`config.mk`:
```
export PLATFORM = sky130hd
export DESIGN_NAME = dkong_wav_rom_arbiter_flat
export DESIGN_NICKNAME = d
export VERILOG_FILES = /design/src/rtl/dkong_wav_rom_arbiter_pkg.sv /design/src/rtl/dkong_wav_rom_arbiter_if.sv /design/src/rtl/dkong_wav_rom_arbiter_prio_rr.sv /design/src/rtl/dkong_wav_rom_arbiter.sv /design/src/flat_wrapper.sv
export SDC_FILE = /design/constraint.sdc
export NUM_CORES = 1
export LEC_CHECK = 0
export BUFFER_PORTS_ARGS = -buffer_cell sky130_fd_sc_hd__buf_4
export CORE_MARGIN = 4
export CORE_UTILIZATION = 50
export CTS_CLUSTER_SIZE = 30
export DETAILED_ROUTE_END_ITERATION = 7
export GPL_TIMING_DRIVEN = 0
export PLACE_DENSITY_LB_ADDON = 0.2
export SLEW_MARGIN = 20
export SYNTH_ARGS = -nofsm -noshare
export SYNTH_HDL_FRONTEND = slang
export SYNTH_SLANG_ARGS = --single-unit
```
`constraint.sdc`:
```
create_clock -name I_CLK -period 4.4 [get_ports I_CLK]
set_clock_uncertainty 0.2 [all_clocks]
set_input_delay 0.44 -clock I_CLK [delete_from_list [all_inputs] [get_ports I_CLK]]
set_output_delay 0.44 -clock I_CLK [all_outputs]
set_load 0.02 [all_outputs]
```
`src/rtl/dkong_wav_rom_arbiter_pkg.sv`:
```
// Shared definitions for the Donkey Kong sound ROM arbiter.
//  - state_t : arbiter FSM encodings (2-bit)
//  - ch_t    : requester channel IDs (CPU fetch, wave fetcher, aux voice)
//  - ROM_LAT_MAX : largest supported ROM read latency (fits the 3-bit counter)
package dkong_snd_pkg;

  typedef enum logic [1:0] {
    ST_IDLE  = 2'd0,
    ST_ISSUE = 2'd1,
    ST_WAIT  = 2'd2,
    ST_DONE  = 2'd3
  } state_t;

  typedef enum logic [1:0] {
    CH_CPU = 2'd0,
    CH_WAV = 2'd1,
    CH_AUX = 2'd2
  } ch_t;

  localparam int ROM_LAT_MAX = 7;

endpackage

```
`src/rtl/dkong_wav_rom_arbiter_if.sv`:
```
// Bus bundle between the sound sub-blocks, the arbiter and the ROM read port.
//  Requester side : I_REQ[2:0], I_ADDR0..2 in; O_ACK[2:0], O_DATA, O_BUSY out
//  ROM side       : O_ROM_AB, O_ROM_RD out; I_ROM_DB in
//  slave  modport : the arbiter
//  master modport : whoever drives requests and models the ROM
interface dkong_wav_rom_arbiter_if #(
  parameter int AW = 19
);
  logic [2:0]    I_REQ;
  logic [AW-1:0] I_ADDR0;
  logic [AW-1:0] I_ADDR1;
  logic [AW-1:0] I_ADDR2;
  logic [2:0]    O_ACK;
  logic [7:0]    O_DATA;
  logic          O_BUSY;
  logic [AW-1:0] O_ROM_AB;
  logic          O_ROM_RD;
  logic [7:0]    I_ROM_DB;

  modport slave (
    input  I_REQ, I_ADDR0, I_ADDR1, I_ADDR2, I_ROM_DB,
    output O_ACK, O_DATA, O_BUSY, O_ROM_AB, O_ROM_RD
  );

  modport master (
    output I_REQ, I_ADDR0, I_ADDR1, I_ADDR2, I_ROM_DB,
    input  O_ACK, O_DATA, O_BUSY, O_ROM_AB, O_ROM_RD
  );
endinterface

```
`src/rtl/dkong_wav_rom_arbiter_prio_rr.sv`:
```
// Combinational 3-way grant for the sound ROM arbiter.
//  req[2:0]  in  : per-channel request levels
//  rr_last   in  : last of ch1/ch2 that was granted
//  grant[2:0] out: one-hot grant, all zero when nothing is requested
// ch0 (sound CPU) always wins; ch1 and ch2 take turns when both ask.
module dkong_snd_prio_rr
  import dkong_snd_pkg::*;
(
  input  logic [2:0] req,
  input  ch_t        rr_last,
  output logic [2:0] grant
);

  always_comb begin
    grant = 3'b000;
    if (req[CH_CPU]) begin
      grant = 3'b001;
    end else if (req[CH_WAV] && req[CH_AUX]) begin
      // Contention between the two round-robin channels: hand it to
      // whichever one was not served last.
      grant = (rr_last == CH_WAV) ? 3'b100 : 3'b010;
    end else if (req[CH_WAV]) begin
      grant = 3'b010;
    end else if (req[CH_AUX]) begin
      grant = 3'b100;
    end
  end

endmodule

```
`src/rtl/dkong_wav_rom_arbiter.sv`:
```
// Shares the single 8-bit wave/sample ROM port between three requesters
// (ch0 sound CPU, ch1 walk/jump/foot wave fetcher, ch2 auxiliary voice).
//  I_CLK  in : system clock, rising edge
//  I_RSTn in : asynchronous active-low reset
//  bus       : slave side of dkong_wav_rom_arbiter_if (requests, acks, ROM port)
// Parameters: ROM_LAT (1..ROM_LAT_MAX) cycles from the read strobe to valid
// ROM data; AW is the ROM byte-address width.
// Every output is registered, so nothing on the request side reaches an
// output combinationally.
module dkong_wav_rom_arbiter
  import dkong_snd_pkg::*;
#(
  parameter int ROM_LAT = 1,
  parameter int AW      = 19
) (
  input  logic                   I_CLK,
  input  logic                   I_RSTn,
  dkong_wav_rom_arbiter_if.slave bus
);

  // WAIT lasts ROM_LAT cycles, so the down-counter starts one short of it.
  localparam logic [2:0] LAT_LOAD = 3'(ROM_LAT - 1);

  state_t        state;
  ch_t           rr_last;
  logic [2:0]    grant;
  logic [2:0]    grant_q;
  logic [2:0]    lat_cnt;
  logic [AW-1:0] sel_addr;

  dkong_snd_prio_rr u_prio (
    .req     (bus.I_REQ),
    .rr_last (rr_last),
    .grant   (grant)
  );

  always_comb begin
    sel_addr = bus.I_ADDR0;
    if (grant[CH_WAV]) begin
      sel_addr = bus.I_ADDR1;
    end else if (grant[CH_AUX]) begin
      sel_addr = bus.I_ADDR2;
    end
  end

  // O_ROM_AB deliberately keeps its value outside ISSUE; only O_ROM_RD
  // marks a real read. rr_last starts at ch2 so ch1 is preferred first,
  // and a ch0 grant leaves the round-robin order untouched.
  always_ff @(posedge I_CLK or negedge I_RSTn) begin
    if (!I_RSTn) begin
      state        <= ST_IDLE;
      rr_last      <= CH_AUX;
      grant_q      <= 3'b000;
      lat_cnt      <= 3'd0;
      bus.O_ACK    <= 3'b000;
      bus.O_DATA   <= 8'h00;
      bus.O_BUSY   <= 1'b0;
      bus.O_ROM_AB <= '0;
      bus.O_ROM_RD <= 1'b0;
    end else begin
      case (state)
        ST_IDLE: begin
          if (|grant) begin
            grant_q      <= grant;
            bus.O_ROM_AB <= sel_addr;
            bus.O_ROM_RD <= 1'b1;
            bus.O_BUSY   <= 1'b1;
            state        <= ST_ISSUE;
            if (!grant[CH_CPU]) begin
              rr_last <= grant[CH_WAV] ? CH_WAV : CH_AUX;
            end
          end
        end
        ST_ISSUE: begin
          bus.O_ROM_RD <= 1'b0;
          lat_cnt      <= LAT_LOAD;
          state        <= ST_WAIT;
        end
        ST_WAIT: begin
          if (lat_cnt == 3'd0) begin
            bus.O_DATA <= bus.I_ROM_DB;
            bus.O_ACK  <= grant_q;
            state      <= ST_DONE;
          end else begin
            lat_cnt <= lat_cnt - 3'd1;
          end
        end
        ST_DONE: begin
          bus.O_ACK  <= 3'b000;
          bus.O_BUSY <= 1'b0;
          state      <= ST_IDLE;
        end
        default: begin
          state <= ST_IDLE;
        end
      endcase
    end
  end

endmodule
```
`src/flat_wrapper.sv`:
```
// flat-port wrapper written by rule: the top's interface ports become plain ports
module dkong_wav_rom_arbiter_flat import dkong_snd_pkg::*;
#(
  parameter int ROM_LAT = 1,
  parameter int AW      = 19
)
  (I_CLK, I_RSTn, bus_I_REQ, bus_I_ADDR0, bus_I_ADDR1, bus_I_ADDR2, bus_I_ROM_DB, bus_O_ACK, bus_O_DATA, bus_O_BUSY, bus_O_ROM_AB, bus_O_ROM_RD);
  dkong_wav_rom_arbiter_if #(.AW(AW)) bus_i ();
  input  logic I_CLK;
  input  logic I_RSTn;
  input wire logic [$bits(bus_i.I_REQ)-1:0] bus_I_REQ;
  input wire logic [$bits(bus_i.I_ADDR0)-1:0] bus_I_ADDR0;
  input wire logic [$bits(bus_i.I_ADDR1)-1:0] bus_I_ADDR1;
  input wire logic [$bits(bus_i.I_ADDR2)-1:0] bus_I_ADDR2;
  input wire logic [$bits(bus_i.I_ROM_DB)-1:0] bus_I_ROM_DB;
  output wire logic [$bits(bus_i.O_ACK)-1:0] bus_O_ACK;
  output wire logic [$bits(bus_i.O_DATA)-1:0] bus_O_DATA;
  output wire logic [$bits(bus_i.O_BUSY)-1:0] bus_O_BUSY;
  output wire logic [$bits(bus_i.O_ROM_AB)-1:0] bus_O_ROM_AB;
  output wire logic [$bits(bus_i.O_ROM_RD)-1:0] bus_O_ROM_RD;
  assign bus_i.I_REQ = bus_I_REQ;
  assign bus_i.I_ADDR0 = bus_I_ADDR0;
  assign bus_i.I_ADDR1 = bus_I_ADDR1;
  assign bus_i.I_ADDR2 = bus_I_ADDR2;
  assign bus_i.I_ROM_DB = bus_I_ROM_DB;
  assign bus_O_ACK = bus_i.O_ACK;
  assign bus_O_DATA = bus_i.O_DATA;
  assign bus_O_BUSY = bus_i.O_BUSY;
  assign bus_O_ROM_AB = bus_i.O_ROM_AB;
  assign bus_O_ROM_RD = bus_i.O_ROM_RD;
  dkong_wav_rom_arbiter #(.ROM_LAT(ROM_LAT), .AW(AW)) u_core (.I_CLK(I_CLK), .I_RSTn(I_RSTn), .bus(bus_i));
endmodule
```
==> metrics.md, run 1 <==
| Metric | Value |
|---|---|
| Status | `finished clean` |
| CP peak stage delay | `about 0.40 ns` |
| Post-DP Area | `3020 sq um` |
| Switching share of total power | `about two fifths` |
| Area delta synth->final | `41.98%` |
| NetSw | `between 800 and 900 uW` |
| TritonCTS clock tree | `done` |
| WHS | `about 0.17 ns` |
| Internal | `roughly 1200 uW` |
| Fmax | `roughly 480 MHz` |
| Syn Nets | `roughly 280` |
| Port Buffers | `99` |
| First-pass GRT wire length | `about 10 mm` |
| DR pass1 iterations | `5` |
| FP Rows | `23` |
| Delay-heaviest family, CP | `flip-flops` |
| Clock root cell | `clkbuf_8` |
| DR iter-0 viols | `around 160` |
| CORE AREA | `a little over 4000 sq um` |
| # DRC | `0` |
| Routed wire length | `6.290 mm` |
| RePlAce Congestion | `around 0.85` |
| GRT Total Usage | `about a quarter` |
| Post-DR wirelength/cell | `17.23 um` |
| Clk pwr share | `between 10% and 20%` |
| Largest area contributor in the netlist | `dfrtp_1` |
| Number of synthesized flops with an enable pin | `0` |
| Worst-Margin Slew | `0.5460 ns` |
| Sequential share of power | `33.2%` |
| Max-cap violations | `0` |
| Commonest non-fill, non-tap cell in the layout | `buf_4` |
| Worst-path clk slew | `0.09 ns` |
| H-Tree Depth | `2` |
| CP Cell Sequence | `inv_1 > ha_1 > buf_4 > and2b_1 > a22oi_1 > mux2_2` |
| Setup TNS | `0 ns` |
| DP HPWL | `4.636 mm` |
| Finished Layout Cells | `365` |
| Largest net degree at the start of global routing | `43` |
| Die Ht | `roughly 75 um` |
| Later-pin clock latency in the skew report | `around 0.30 ns` |
| Commonest non-fill, non-tap cells in the layout | `101 x buf_4, 41 x dfrtp_1, 21 x nand2_1, 21 x nand3_1` |
| CP Data Arrival Time | `about 2.1 ns` |
| Worst setup path class | `flop to flop` |
| Lkg Pwr | `around 0.0015 uW` |
| Post-CTS setup buffer count | `0` |
| Filler Cell Count | `290` |
| Antenna diode count | `0` |
| Final design area excluding fillers | `3144 sq um` |
| DIE AREA | `around 5600 sq um` |
| IO Pins | `roughly 100` |
| Main flop type after synthesis | `dfrtp_1` |
| Logic pwr share | `between 50% and 60%` |
| Utilization after layout | `approximately three quarters` |
| CP Launch Type | `flop` |
| Top post-synthesis cells by area | `dfrtp_1 46%, a221o_1 8.6%, o31ai_1 6.4%` |
| Synth cell types | `35` |
| Peak VDD IR | `335.1 uV` |
| Worst path slowest cell | `dfrtp_1` |
| Vias in the first global route | `2063` |
| Worst hold-check path type | `primary input to flop` |
| Min cycle time layout | `roughly 2.1 ns` |
| #FFs+latches synth | `42` |
| Maximum buffer depth of the clock tree | `2` |
| Crit end category | `flop` |
| Starting Density | `~53%` |
| Post-synthesis async set-or-reset flop share | `100.0%` |
| Sequential fraction of the synthesis area | `a little under half` |
| RSZ-0062 raised after global routing | `false` |
| Vias/cell | `approximately 5.8` |
| Synth Cell Area | `between 2000 and 2500 sq um` |
| Period utilization | `between 40% and 50%` |
| GR Overflow Total | `0` |
| Cell count after synthesis | `approximately 210` |
| Initial antenna violation count | `0` |
| Endpoints failing setup | `0` |
| Power per cell area | `649.2 nW/um^2` |
| Average cell area after synthesis | `10.70 sq um` |
| Synth Warn # | `0` |
| Max FO, Critical Path | `10` |
| Chip width | `around 75 um` |
| WP buf/inv | `2` |
| Max-slew violation count | `0` |
| TritonCTS buffer count | `5` |
| Yosys top cell area share | `46.33%` |
| Cell count after placement | `between 300 and 400` |
| Routed Antenna Nets | `0` |
| CTS sink count | `42` |
| Post-layout nets | `just under 400` |
| Share of layout cells above drive strength 1 | `between 40% and 50%` |
| Worst slew margin | `a little under two thirds` |
| Via count | `2127` |
| CP Data Required Time | `4.38 ns` |
| Hold Vio Cnt, Final | `0` |
-- path summary, 6_finish.rpt --
check                      slack, ns                                 end  depth (start not counted)                           from
min                             0.17    u_core.bus.O_DATA[1]$_DFFE_PN0P_                          2                bus_I_ROM_DB[1]
min reg2reg                     0.31       u_core.grant_q[2]$_DFFE_PN0P_                          1  u_core.grant_q[2]$_DFFE_PN0P_
max reg2reg                     2.30         u_core.state[1]$_DFFE_PN0P_                          6    u_core.state[0]$_DFFE_PN0P_
max in group asynchronous       3.14       u_core.rr_last[1]$_DFFE_PN1P_                          2                         I_RSTn
min in group asynchronous       0.46  u_core.bus.O_ROM_AB[5]$_DFFE_PN0P_                          2                         I_RSTn
max                             2.30         u_core.state[1]$_DFFE_PN0P_                          6    u_core.state[0]$_DFFE_PN0P_
-- stage by stage --
step | power (uW) | setup slack (ns)
final | 2041 | 2.300
after global routing | 2175 | 2.192
after CTS | 2049 | 2.301
after detailed placement | 1733 | 2.312
after global placement | 1705 | 2.328
after floorplan | 1317 | 2.470
-- worst register-to-register path: stages (launching register included) --
cell and delay (ns):
dfrtp_1 0.40, inv_1 0.10, ha_1 0.26, buf_4 0.19, and2b_1 0.22, a22oi_1 0.25, mux2_2 0.36
-- sequential cells by signal, summed over array words and instances (netlist names) --
register             cells
u_core.bus.O_DATA        8
u_core.bus.O_ROM_AB     19
u_core.grant_q           3
u_core.bus.O_ACK         3
u_core.lat_cnt           3
u_core.rr_last           2
u_core.state             2
u_core.bus.O_ROM_RD      1
u_core.bus.O_BUSY        1
-- layout make-up --
cell class                 instances  area [sq um]  area share (%)
clock inverter                     3         45.04           1.433
clock buffer                       5         68.82           2.189
tap                               50         62.56           1.990
inverter                           6         22.52          0.7163
timing repair buffer             100         753.2           23.96
buffer                            18         106.4           3.382
sequential                        42          1052           33.47
multi-input combinational        141          1033           32.87
-- power by group through the flow --
stage / sequential (uW) / combinational (uW) / clock (uW)
6_report: 679 / 1060 / 307
5_1_grt: 696 / 1150 / 331
4_1_cts: 675 / 1060 / 313
3_5_place_dp: 677 / 1060 / 0
3_3_place_gp: 671 / 1030 / 0
2_1_floorplan: 840 / 477 / 0
-- metal layers --
layer  track usage, %  vias to the layer above  part of all wire (%)
met3            5.135                       14                    10
met1            31.81                     1019                    41
met4            6.522                        0                   2.0
met5                0                        -                     0
li1                 -                      989                     -
met2            38.54                      105                    47
-- synth_stat cells, types with 3 or more instances --
master and instances:
o31ai_1 19, o21ai_0 5, nand3_1 21, ha_1 7, a22o_1 3, o2bb2ai_1 3, nor2_1 3, nor2b_1 4
buf_2 10, nand2_1 21, inv_1 6, nand2b_1 5, a31oi_1 4, clkbuf_1 3, mux2_2 11, a221o_1 19
dfrtp_1 41
-- repair_timing --
item	CTS	global route
hold endpoints to repair	41	0
gates resized for setup	0	0
hold buffers	1	0
-- cells by family (layout without fill, tap and decap cells) --
kind of cell	Yosys count	in the layout	share of synthesized area [%]
simple gates	62	62	14.63
compound gates	61	61	22.49
mux	11	11	5.593
fa+ha+maj	7	7	3.955
buf+inv	24	132	5.819
flops	42	42	47.51
Note: power is estimated with default switching activity, not from simulation.
==> run 2, diff against run 1 <==
--- a/config.mk
+++ b/config.mk
@@ -7,7 +7,7 @@
 export LEC_CHECK = 0
 export BUFFER_PORTS_ARGS = -buffer_cell sky130_fd_sc_hd__buf_4
 export CORE_MARGIN = 4
-export CORE_UTILIZATION = 50
+export CORE_UTILIZATION = 42
 export CTS_CLUSTER_SIZE = 30
 export DETAILED_ROUTE_END_ITERATION = 7
 export GPL_TIMING_DRIVEN = 0
==> constraint.sdc (replaced) <==
create_clock -name I_CLK -period 1.75 [get_ports I_CLK]
set_clock_uncertainty 0.2 [all_clocks]
set_input_delay 0.175 -clock I_CLK [delete_from_list [all_inputs] [get_ports I_CLK]]
set_output_delay 0.175 -clock I_CLK [all_outputs]
set_load 0.02 [all_outputs]
==> metrics.md, run 2 (same netlist as run 1, synthesis figures left out) <==
| Metric | Value |
|---|---|
| Status | `finished clean (unchanged)` |
| Final design area excluding fillers | `3621 sq um (was 3144 sq um)` |
| Later-pin clock latency in the skew report | `0.30 ns (about the same)` |
| Post-layout nets | `429 (was 391)` |
| DIE AREA | `6499 sq um (was 5558 sq um)` |
| Endpoints failing setup | `0 (unchanged)` |
| Sequential share of power | `31.0% (was 33.2%)` |
| Logic pwr share | `54.9% (was 51.7%)` |
| Max FFs per register | `19 (unchanged)` |
| Cell count after placement | `376 (was 356)` |
| Max-slew violation count | `0 (unchanged)` |
| Clk pwr share | `14.1% (was 15.0%)` |
| Delay-heaviest family, CP | `flip-flops (unchanged)` |
| DR iter-0 viols | `96 (was 163)` |
| Vias/cell | `5.374 (was 5.827)` |
| RePlAce Congestion | `0.7906 (was 0.8495)` |
| CP Data Arrival Time | `1.69 ns (was 2.08 ns)` |
| Max FO, Critical Path | `10 (unchanged)` |
| Period utilization | `96.76% (was 47.74%)` |
| Chip width | `80.62 um (was 74.55 um)` |
| Worst-path clk slew | `0.09 ns (about the same)` |
| CORE AREA | `5107 sq um (was 4144 sq um)` |
| WP buf/inv | `2 (unchanged)` |
| Worst-Margin Slew | `0.5593 ns (was 0.5460 ns)` |
| Maximum buffer depth of the clock tree | `2 (unchanged)` |
| Lkg Pwr | `0.001709 uW (was 0.001508 uW)` |
| RSZ-0062 raised after global routing | `true (was false)` |
| Peak VDD IR | `672.3 uV (was 335.1 uV)` |
| Commonest non-fill, non-tap cells in the layout | `108 x buf_4, 41 x dfrtp_1, 29 x dlygate4sd3_1 (was 101 x buf_4, 41 x dfrtp_1, 21 x nand2_1, 21 x nand3_1)` |
| TritonCTS clock tree | `done (unchanged)` |
| FF-to-FF path depth | `5 (was 6)` |
| First-pass GRT wire length | `10.89 mm (was 9.942 mm)` |
| Switching share of total power | `38.39% (was 39.39%)` |
| Starting Density | `43.36% (was 53.44%)` |
| # DRC | `0 (unchanged)` |
| Fmax | `590.6 MHz (was 476.1 MHz)` |
| H-Tree Depth | `2 (unchanged)` |
| CP Cell Sequence | `buf_4 > ha_2 > clkbuf_8 > and2_1 > mux2_2 (was inv_1 > ha_1 > buf_4 > and2b_1 > a22oi_1 > mux2_2)` |
| Routed Antenna Nets | `0 (unchanged)` |
| Filler Cell Count | `377 (was 290)` |
| Post-DP Area | `3072 sq um (was 3020 sq um)` |
| CTS sink count | `42 (unchanged)` |
| Top flop regs | `u_core.bus.O_ROM_AB: 19 flops, u_core.bus.O_DATA: 8 flops (unchanged)` |
| Hold Vio Cnt, Final | `0 (unchanged)` |
| Via count | `2273 (was 2127)` |
| CP Launch Type | `flop (unchanged)` |
| Initial antenna violation count | `0 (unchanged)` |
| Largest net degree at the start of global routing | `43 (unchanged)` |
| Hold Path End | `u_core.bus.O_ROM_AB[6]$_DFFE_PN0P_ (was u_core.bus.O_DATA[1]$_DFFE_PN0P_)` |
| Min cycle time layout | `1.693 ns (was 2.100 ns)` |
| Area delta synth->final | `63.50% (was 41.98%)` |
| Routed wire length | `6.904 mm (was 6.290 mm)` |
| Reg with most FFs | `u_core.bus.O_ROM_AB (unchanged)` |
| R2R Setup Slk | `0.06 ns (was 2.30 ns)` |
| IO Pins | `102 (unchanged)` |
| Antenna diode count | `0 (unchanged)` |
| Max-cap violations | `0 (unchanged)` |
| HP Start | `bus_I_ADDR0[6] (was bus_I_ROM_DB[1])` |
| Clock root cell | `clkbuf_8 (unchanged)` |
| Commonest non-fill, non-tap cell in the layout | `buf_4 (unchanged)` |
| Reg2reg start | `u_core.state[1]$_DFFE_PN0P_ (was u_core.state[0]$_DFFE_PN0P_)` |
| Worst hold-check path type | `primary input to flop (unchanged)` |
| Hold path depth | `4 (was 2)` |
| Die Ht | `80.62 um (was 74.55 um)` |
| Port Buffers | `99 (unchanged)` |
| DR pass1 iterations | `4 (was 5)` |
| Crit end category | `flop (unchanged)` |
| Worst path slowest cell | `dfrtp_1 (unchanged)` |
| GR Overflow Total | `0 (unchanged)` |
| Vias in the first global route | `2310 (was 2063)` |
| TritonCTS buffer count | `5 (unchanged)` |
| DP HPWL | `4.511 mm (was 4.636 mm)` |
| CP Data Required Time | `1.74 ns (was 4.38 ns)` |
| Internal | `3350 uW (was 1237 uW)` |
| Worst setup path class | `flop to flop (unchanged)` |
| Reg-to-Reg End | `u_core.lat_cnt[0]$_DFFE_PN0P_ (was u_core.state[1]$_DFFE_PN0P_)` |
| Finished Layout Cells | `423 (was 365)` |
| CP peak stage delay | `0.41 ns (was 0.40 ns)` |
| NetSw | `2087 uW (was 804.0 uW)` |
| Power per cell area | `1502 nW/um^2 (was 649.2 nW/um^2)` |
| Post-DR wirelength/cell | `16.32 um (was 17.23 um)` |
| Share of layout cells above drive strength 1 | `45.33% (was 42.86%)` |
| FP Rows | `26 (was 23)` |
| GRT Total Usage | `21.88% (was 23.60%)` |
| Worst slew margin | `62.71% (was 63.60%)` |
-- run 2: cell types whose count changed in the layout (fill, tap and decap cells not counted), moves of 2 or more --
cell,delta
dlygate4sd3_1,+28
buf_4,+7
buf_6,+5
o31ai_1,-5
o31ai_2,+5
buf_2,-3
clkbuf_1,-2
clkinv_2,+2
clkinvlp_4,-2
ha_1,-2
inv_1,-2
inv_2,+2
-- run 2: cell type report --
type,count,area [sq um],area share [%]
Buffer,17,125.1,3.455
Sequential cell,42,1052,29.06
Inverter,6,22.52,0.6220
Multi-Input combinational cell,141,1097,30.30
Timing Repair Buffer,139,1127,31.13
Clock buffer,5,68.82,1.900
Clock inverter,3,40.04,1.106
Tap cell,70,87.58,2.419
-- run 2: worst max-delay path by stage --
stage,from,end,slack [ns],depth (start not counted)
global placement,u_core.state[0]$_DFFE_PN0P_,u_core.lat_cnt[0]$_DFFE_PN0P_,-0.15,5
detailed placement,u_core.state[0]$_DFFE_PN0P_,u_core.lat_cnt[0]$_DFFE_PN0P_,-0.17,5
global route,u_core.state[0]$_DFFE_PN0P_,u_core.bus.O_ROM_AB[9]$_DFFE_PN0P_,-0.03,6
floorplan,u_core.state[0]$_DFFE_PN0P_,u_core.state[1]$_DFFE_PN0P_,-0.05,6
CTS,u_core.state[1]$_DFFE_PN0P_,u_core.lat_cnt[0]$_DFFE_PN0P_,0.0004,5
finish,u_core.state[1]$_DFFE_PN0P_,u_core.lat_cnt[0]$_DFFE_PN0P_,0.06,5
-- run 2: metrics by stage --
step / setup WS (ns) / setup TNS, ns / hold slack (ns) / power, uW / util [%]
2_1_floorplan: -0.05062 / -0.05062 / -0.3206 / 3378 / -
3_5_place_dp: -0.1686 / -2.573 / 0.008810 / 4409 / 60.14
6_report: 0.05668 / 0 / 0.01514 / 5438 / 70.90
3_3_place_gp: -0.1502 / -2.505 / -0.00008199 / 4380 / 60.14
4_1_cts: 0.0004182 / 0 / 0.007026 / 5389 / 69.89
5_1_grt: -0.02783 / -0.2575 / 0.02639 / 5784 / 70.90
-- run 2: repair_timing --
action / in CTS / in global routing
buffers inserted: 7 / 2
gates resized for setup: 15 / 9
cloned: 2 / 0
hold buffers: 29 / 0
pin swaps: 2 / 1
setup endpoints to repair: 33 / 31
endpoints found under the hold margin: 69 / 0
-- run 2: power groups by stage --
stage / clock network (uW) / registers, uW / logic (uW)
2_1_floorplan: 0 / 2120 / 1260
3_3_place_gp: 0 / 1690 / 2690
3_5_place_dp: 0 / 1710 / 2700
4_1_cts: 793 / 1680 / 2920
5_1_grt: 835 / 1740 / 3210
6_report: 767 / 1690 / 2990
-- run 2: worst min-delay path, stage by stage --
cell and delay, ns:
buf_4 0.08, nand3_1 0.06, o31ai_1 0.06, a221o_1 0.10
-- run 2: routing by layer --
metal,GRT usage (%),vias to the layer above,routed length [um]
met1,25.78,1092,2689
met5,0,-,0
met3,5.493,23,520
met4,10.47,0,211
met2,37.00,86,3483
li1,-,1072,-
